`config.mk`:
```
export PLATFORM = sky130hd
export DESIGN_NAME = instr_fetch
export DESIGN_NICKNAME = d
export VERILOG_FILES = /design/src/rtl/instr_fetch.sv
export SDC_FILE = /design/constraint.sdc
export NUM_CORES = 1
export LEC_CHECK = 0
export ABC_AREA = 1
export CORE_MARGIN = 3
export CORE_UTILIZATION = 30
export CTS_CLUSTER_DIAMETER = 150
export DETAILED_ROUTE_END_ITERATION = 8
export SYNTH_ARGS = -nofsm -noshare
export SYNTH_HDL_FRONTEND = slang
export SYNTH_SLANG_ARGS = --single-unit
```
`constraint.sdc`:
```
create_clock -name clk -period 7.25 [get_ports clk]
set_clock_uncertainty 0.1 [all_clocks]
set_input_delay 1.0875 -clock clk [delete_from_list [all_inputs] [get_ports clk]]
set_output_delay 1.0875 -clock clk [all_outputs]
set_load 0.03 [all_outputs]
```
`src/rtl/instr_fetch.sv`:
```
// Instruction fetch front end: issues word reads over req/gnt/rvalid, buffers
// returned words with their PC in an in-order FIFO and squashes stale fetches on redirect.
module instr_fetch #(
    parameter logic [31:0] RESET_PC = 32'h0000_0000,
    parameter int          DEPTH    = 2
) (
    input  logic        clk,
    input  logic        rst,
    input  logic        redirect_valid,
    input  logic [31:0] redirect_pc,
    output logic        imem_req,
    output logic [31:0] imem_addr,
    input  logic        imem_gnt,
    input  logic        imem_rvalid,
    input  logic [31:0] imem_rdata,
    output logic        instr_valid,
    output logic [31:0] instr,
    output logic [31:0] instr_pc,
    input  logic        instr_ready
);

    localparam int CW = $clog2(DEPTH + 1);
    localparam int PW = $clog2(DEPTH);
    localparam logic [CW:0] DEPTH_W = (CW + 1)'(DEPTH);

    logic [31:0]   fetch_pc_reg, fetch_pc_next;
    logic [31:0]   resp_pc_reg, resp_pc_next;
    logic [CW-1:0] outstanding_reg, outstanding_next;
    logic [CW-1:0] discard_reg, discard_next;
    logic [CW-1:0] count_reg, count_next;
    logic [PW-1:0] wr_ptr_reg, wr_ptr_next;
    logic [PW-1:0] rd_ptr_reg, rd_ptr_next;

    logic [31:0] data_mem [DEPTH];
    logic [31:0] pc_mem   [DEPTH];

    logic [CW:0] in_use;
    logic        fifo_empty;
    logic        issue;
    logic        rsp;
    logic        push;
    logic        pop;
    logic [31:0] target_pc;
    logic        redirect_lsb_unused;

    assign redirect_lsb_unused = ^redirect_pc[1:0];
    assign target_pc           = {redirect_pc[31:2], 2'b00};

    always_comb begin
        in_use     = {1'b0, outstanding_reg} + {1'b0, count_reg};
        fifo_empty = (count_reg == '0);

        imem_req  = !rst && !redirect_valid && (in_use < DEPTH_W);
        imem_addr = fetch_pc_reg;
        issue     = imem_req && imem_gnt;

        // A response with nothing outstanding is a protocol error and is ignored.
        rsp  = imem_rvalid && (outstanding_reg != '0);
        push = rsp && (discard_reg == '0) && !redirect_valid;

        instr_valid = !fifo_empty && !redirect_valid;
        instr       = fifo_empty ? 32'h0 : data_mem[rd_ptr_reg];
        instr_pc    = fifo_empty ? 32'h0 : pc_mem[rd_ptr_reg];
        pop         = instr_valid && instr_ready;

        outstanding_next = outstanding_reg;
        if (issue && !rsp) begin
            outstanding_next = outstanding_reg + CW'(1);
        end else if (!issue && rsp) begin
            outstanding_next = outstanding_reg - CW'(1);
        end

        // Every fetch still in flight after a redirect belongs to the old path.
        discard_next = discard_reg;
        if (redirect_valid) begin
            discard_next = outstanding_next;
        end else if (rsp && (discard_reg != '0)) begin
            discard_next = discard_reg - CW'(1);
        end

        fetch_pc_next = issue ? fetch_pc_reg + 32'd4 : fetch_pc_reg;
        resp_pc_next  = push ? resp_pc_reg + 32'd4 : resp_pc_reg;
        wr_ptr_next   = push ? wr_ptr_reg + PW'(1) : wr_ptr_reg;
        rd_ptr_next   = pop ? rd_ptr_reg + PW'(1) : rd_ptr_reg;

        count_next = count_reg;
        if (push && !pop) begin
            count_next = count_reg + CW'(1);
        end else if (!push && pop) begin
            count_next = count_reg - CW'(1);
        end

        if (redirect_valid) begin
            fetch_pc_next = target_pc;
            resp_pc_next  = target_pc;
            wr_ptr_next   = '0;
            rd_ptr_next   = '0;
            count_next    = '0;
        end
    end

    always_ff @(posedge clk or posedge rst) begin
        if (rst) begin
            fetch_pc_reg    <= RESET_PC;
            resp_pc_reg     <= RESET_PC;
            outstanding_reg <= '0;
            discard_reg     <= '0;
            count_reg       <= '0;
            wr_ptr_reg      <= '0;
            rd_ptr_reg      <= '0;
        end else begin
            fetch_pc_reg    <= fetch_pc_next;
            resp_pc_reg     <= resp_pc_next;
            outstanding_reg <= outstanding_next;
            discard_reg     <= discard_next;
            count_reg       <= count_next;
            wr_ptr_reg      <= wr_ptr_next;
            rd_ptr_reg      <= rd_ptr_next;
        end
    end

    // Storage needs no reset: the empty flag masks stale contents.
    always_ff @(posedge clk) begin
        if (push) begin
            data_mem[wr_ptr_reg] <= imem_rdata;
            pc_mem[wr_ptr_reg]   <= resp_pc_reg;
        end
    end

endmodule

```
==> out/results.ini <==
[global_route]
grtUsageTotal_pct = 15.6
grt_antenna_before_repair = 0
grt_max_degree = 69
grt_pass1_wl_mm = 40.9
number_of_global_route_vias_before_repair = 7299
global_route.overflow_total = 0

[route]
first_pass_iters = 5
dr_total_vias = 7646
route.detailed.drc = 0
drt_wl_total_mm = 26.5
drtIter0Drc = 520
average_routed_wire_per_standard_cell_microns = 16.6
final_antenna_net_count = 0
drt-vias-per-instance = 4.79

[layout]
post_route_cells_drive_above_1_share_pct = 8.58
largest_register = data_mem
insertedDiodeCount = 0
finalInstanceArea_sq_mm = 0.0120
number_of_non_filler_instances_in_the_completed_layout = 1596
registers_with_the_most_flip_flops = data_mem (64), pc_mem (60)
design.final.nets = 1262
area_growth_syn_to_layout_pct = 27.4
largest_reg_flops = 64

[outcome]
run_status = complete, no violations

[hold_path]
cell_depth_of_the_worst_min_delay_path = 0
min-delay-path-class = register to register

[pwr]
power-per-cell-area_mw_per_mm2 = 329
power_frac_clock_pct = 23.7
share_comb_of_total_power_pct = 39.6
vdd.ir_drop.worst_mv = 0.191
power_dissipated_by_switching_net_loads_uw = 1630
power_consumption_uw = 3950
seq_power_share_pct = 36.7
leakagePower_uw = 0.00473
p_sw_share_pct = 41.2
internal_power_uw = 2330

[clocking]
ctsHoldBuffers = 0
tritoncts.num_buffers = 17
cts.sink_count = 192
cts_setup_buffers = 0
htree_levels = 4
post_cts_resized = 0
cts_tree = done
cts_max_path_buffers = 2
ctsRootBufferMaster = sky130_fd_sc_hd__clkbuf_16
worst_setup_hold_path_clk_slew_ns = 0.07
worst_skew_pair.late_latency_ns = 0.44

[critical_path]
timing.critical_path.cells = buf_2 > buf_4 > inv_8 > nand3_4 > inv_1 > clkdlybuf4s50_1
timing.critical_path.to_type = output port
crit_path_top_delay_cell = sky130_fd_sc_hd__clkdlybuf4s50_1
crit_path_max_fanout = 39
critPathLaunchType = input pin
delay_of_the_slowest_critical_path_stage_ns = 0.58
timing.critical_path.required_ns = 6.06
crit_type = input pin to output port
reg2reg_setup_slack_ns = 3.76
cp.arrival_ns = 2.76
reg2reg_depth = 8

[sta]
final_period_minus_worst_setup_slack_ns = 3.95
timing.max_slew.rel_slack_pct = 35.3
period_share_pct = 54.5
tightestPinTransition_ns = 0.969
timing_hold_violations_final = 0
fin_tns_setup_ns = 0
max_clock_freq_ghz = 0.253
endpoints_failing_setup = 0
setup_repair_after_global_routing_missed_its_margin = false
final_max_slew_viol_count = 0

[synth]
async_reset_ff_share_pct = 35.4
syn_avg_cell_area_sq_um = 9.12
synth_ff_type = sky130_fd_sc_hd__edfxtp_1
netlist_top_cells_area = sky130_fd_sc_hd__edfxtp_1 39%, sky130_fd_sc_hd__dfrtp_1 18%, sky130_fd_sc_hd__nand2_1 14%
synthDominantAreaCellType = sky130_fd_sc_hd__edfxtp_1
unique_masters_post_synth = 44
cell_area_after_technology_mapping_sq_mm = 0.00944
synth_sequential_area_ratio_pct = 57.4
yosys_warnings = 0
ys_ff_latch = 192
synth-edff-count = 124
yosys.area.top_type_share_pct = 39.4
syn_inst = 1035

[die]
design.die.area_sq_mm = 0.0336
die-height_microns = 183
initial_core_util_pct = 30.6
design.portCount = 168
die_width_microns = 183
floorplan_core_area_sq_mm = 0.0308
placement_rows = 64

[place]
gp_congestion = 0.908
place.detailed.hpwl_mm = 18.2
place.port_buffers = 161
place.detailed.instances = 1564
place_area_sq_mm = 0.0114

[run]
timing.max_cap.violations = 0

-- layout by cell type (no fill, tap or decap), drive strengths merged --
master / n
clkdlybuf4s50: 160
nor2: 72
a31oi: 5
dfrtp: 68
xnor2: 2
inv: 102
or2: 1
o21ai: 40
o21bai: 6
nand3b: 3
nand4: 19
nand3: 66
clkinv: 10
a21oi: 78
edfxtp: 124
buf: 8
o22ai: 1
ha: 4
a21boi: 1
o211ai: 10
and2: 1
xor2: 17
conb: 4
fa: 1
nor3: 16
clkbuf: 18
o221ai: 2
nand2: 361
-- critical path, delay by kind of cell --
family	cells	cell delay, ns
buf+inv	5	1.51
simple gates	1	0.14
-- cells in the mapped netlist (2+ instances only) --
cell type	count
sky130_fd_sc_hd__nand2_1	347
sky130_fd_sc_hd__edfxtp_1	124
sky130_fd_sc_hd__inv_1	86
sky130_fd_sc_hd__a21oi_1	78
sky130_fd_sc_hd__dfrtp_1	68
sky130_fd_sc_hd__nand3_1	59
sky130_fd_sc_hd__nor2_1	52
sky130_fd_sc_hd__o21ai_0	29
sky130_fd_sc_hd__clkbuf_1	21
sky130_fd_sc_hd__nand4_1	18
sky130_fd_sc_hd__xor2_1	16
sky130_fd_sc_hd__nand2_2	12
sky130_fd_sc_hd__nor2_4	11
sky130_fd_sc_hd__nor3_1	11
sky130_fd_sc_hd__o211ai_1	10
sky130_fd_sc_hd__inv_2	9
sky130_fd_sc_hd__nor2_2	9
sky130_fd_sc_hd__o21ai_1	9
sky130_fd_sc_hd__buf_2	8
sky130_fd_sc_hd__buf_4	7
sky130_fd_sc_hd__nand3_2	6
sky130_fd_sc_hd__o21bai_1	6
sky130_fd_sc_hd__a31oi_1	5
sky130_fd_sc_hd__ha_1	4
sky130_fd_sc_hd__nor3_2	4
sky130_fd_sc_hd__nand3b_1	3
sky130_fd_sc_hd__clkinv_1	2
sky130_fd_sc_hd__nand2_4	2
sky130_fd_sc_hd__o21ai_2	2
sky130_fd_sc_hd__o221ai_1	2
sky130_fd_sc_hd__xnor2_1	2
-- worst paths after layout --
path                                     from       endpoint
max                            redirect_valid       imem_req
min                            resp_pc_reg[3]   pc_mem[0][3]
max reg2reg                outstanding_reg[0]  pc_mem[0][15]
min reg2reg                    resp_pc_reg[3]   pc_mem[0][3]
max in group asynchronous                 rst     rd_ptr_reg
min in group asynchronous                 rst   count_reg[0]
-- layout make-up --
cell class                 count  area, sq um
multi-input combinational    710         3480
clock inverter                14          163
fill                        3031        18800
clock buffer                  18          429
tap                          396          495
sequential                   192         5430
timing repair buffer         168         1660
inverter                      98          375
-- power groups by stage --
stage                     clock [uW]  combinational (uW)  sequential [uW]
after global placement             0                1560             1470
final                            939                1560             1450
after global routing            1000                1690             1470
after floorplan                    0                 918             1490
after CTS                        957                1580             1450
after detailed placement           0                1570             1470
-- cells by family (layout without fill, tap and decap cells) --
logic type / after synthesis / count (layout) / share of synthesized area, %
fa+ha+maj: 5 / 5 / 0.742
simple gates: 539 / 539 / 25.7
compound gates: 143 / 143 / 8.27
xor+xnor: 19 / 19 / 1.84
other cells: 1 / 4 / 0.0397
flops: 192 / 192 / 57.4
buf+inv: 136 / 298 / 5.95
-- per-layer routing --
layer	share of wire, %	vias up	GRT usage, %
met5	0	-	0
li1	-	3740	-
met3	7.6	19	3.34
met2	44	269	23.8
met1	47	3618	23.2
met4	0.89	0	2.77
-- through the flow --
stage               utilization [%]  hold WS, ns  setup WS, ns
finish                         39.0        0.428          3.30
global route                   39.0        0.457          3.07
CTS                            39.0        0.433          3.24
detailed placement             37.1        0.414          2.77
global placement               37.1        0.407          2.77
floorplan                         -        0.370          2.44
No activity file was read; power rests on OpenSTA's default activity.
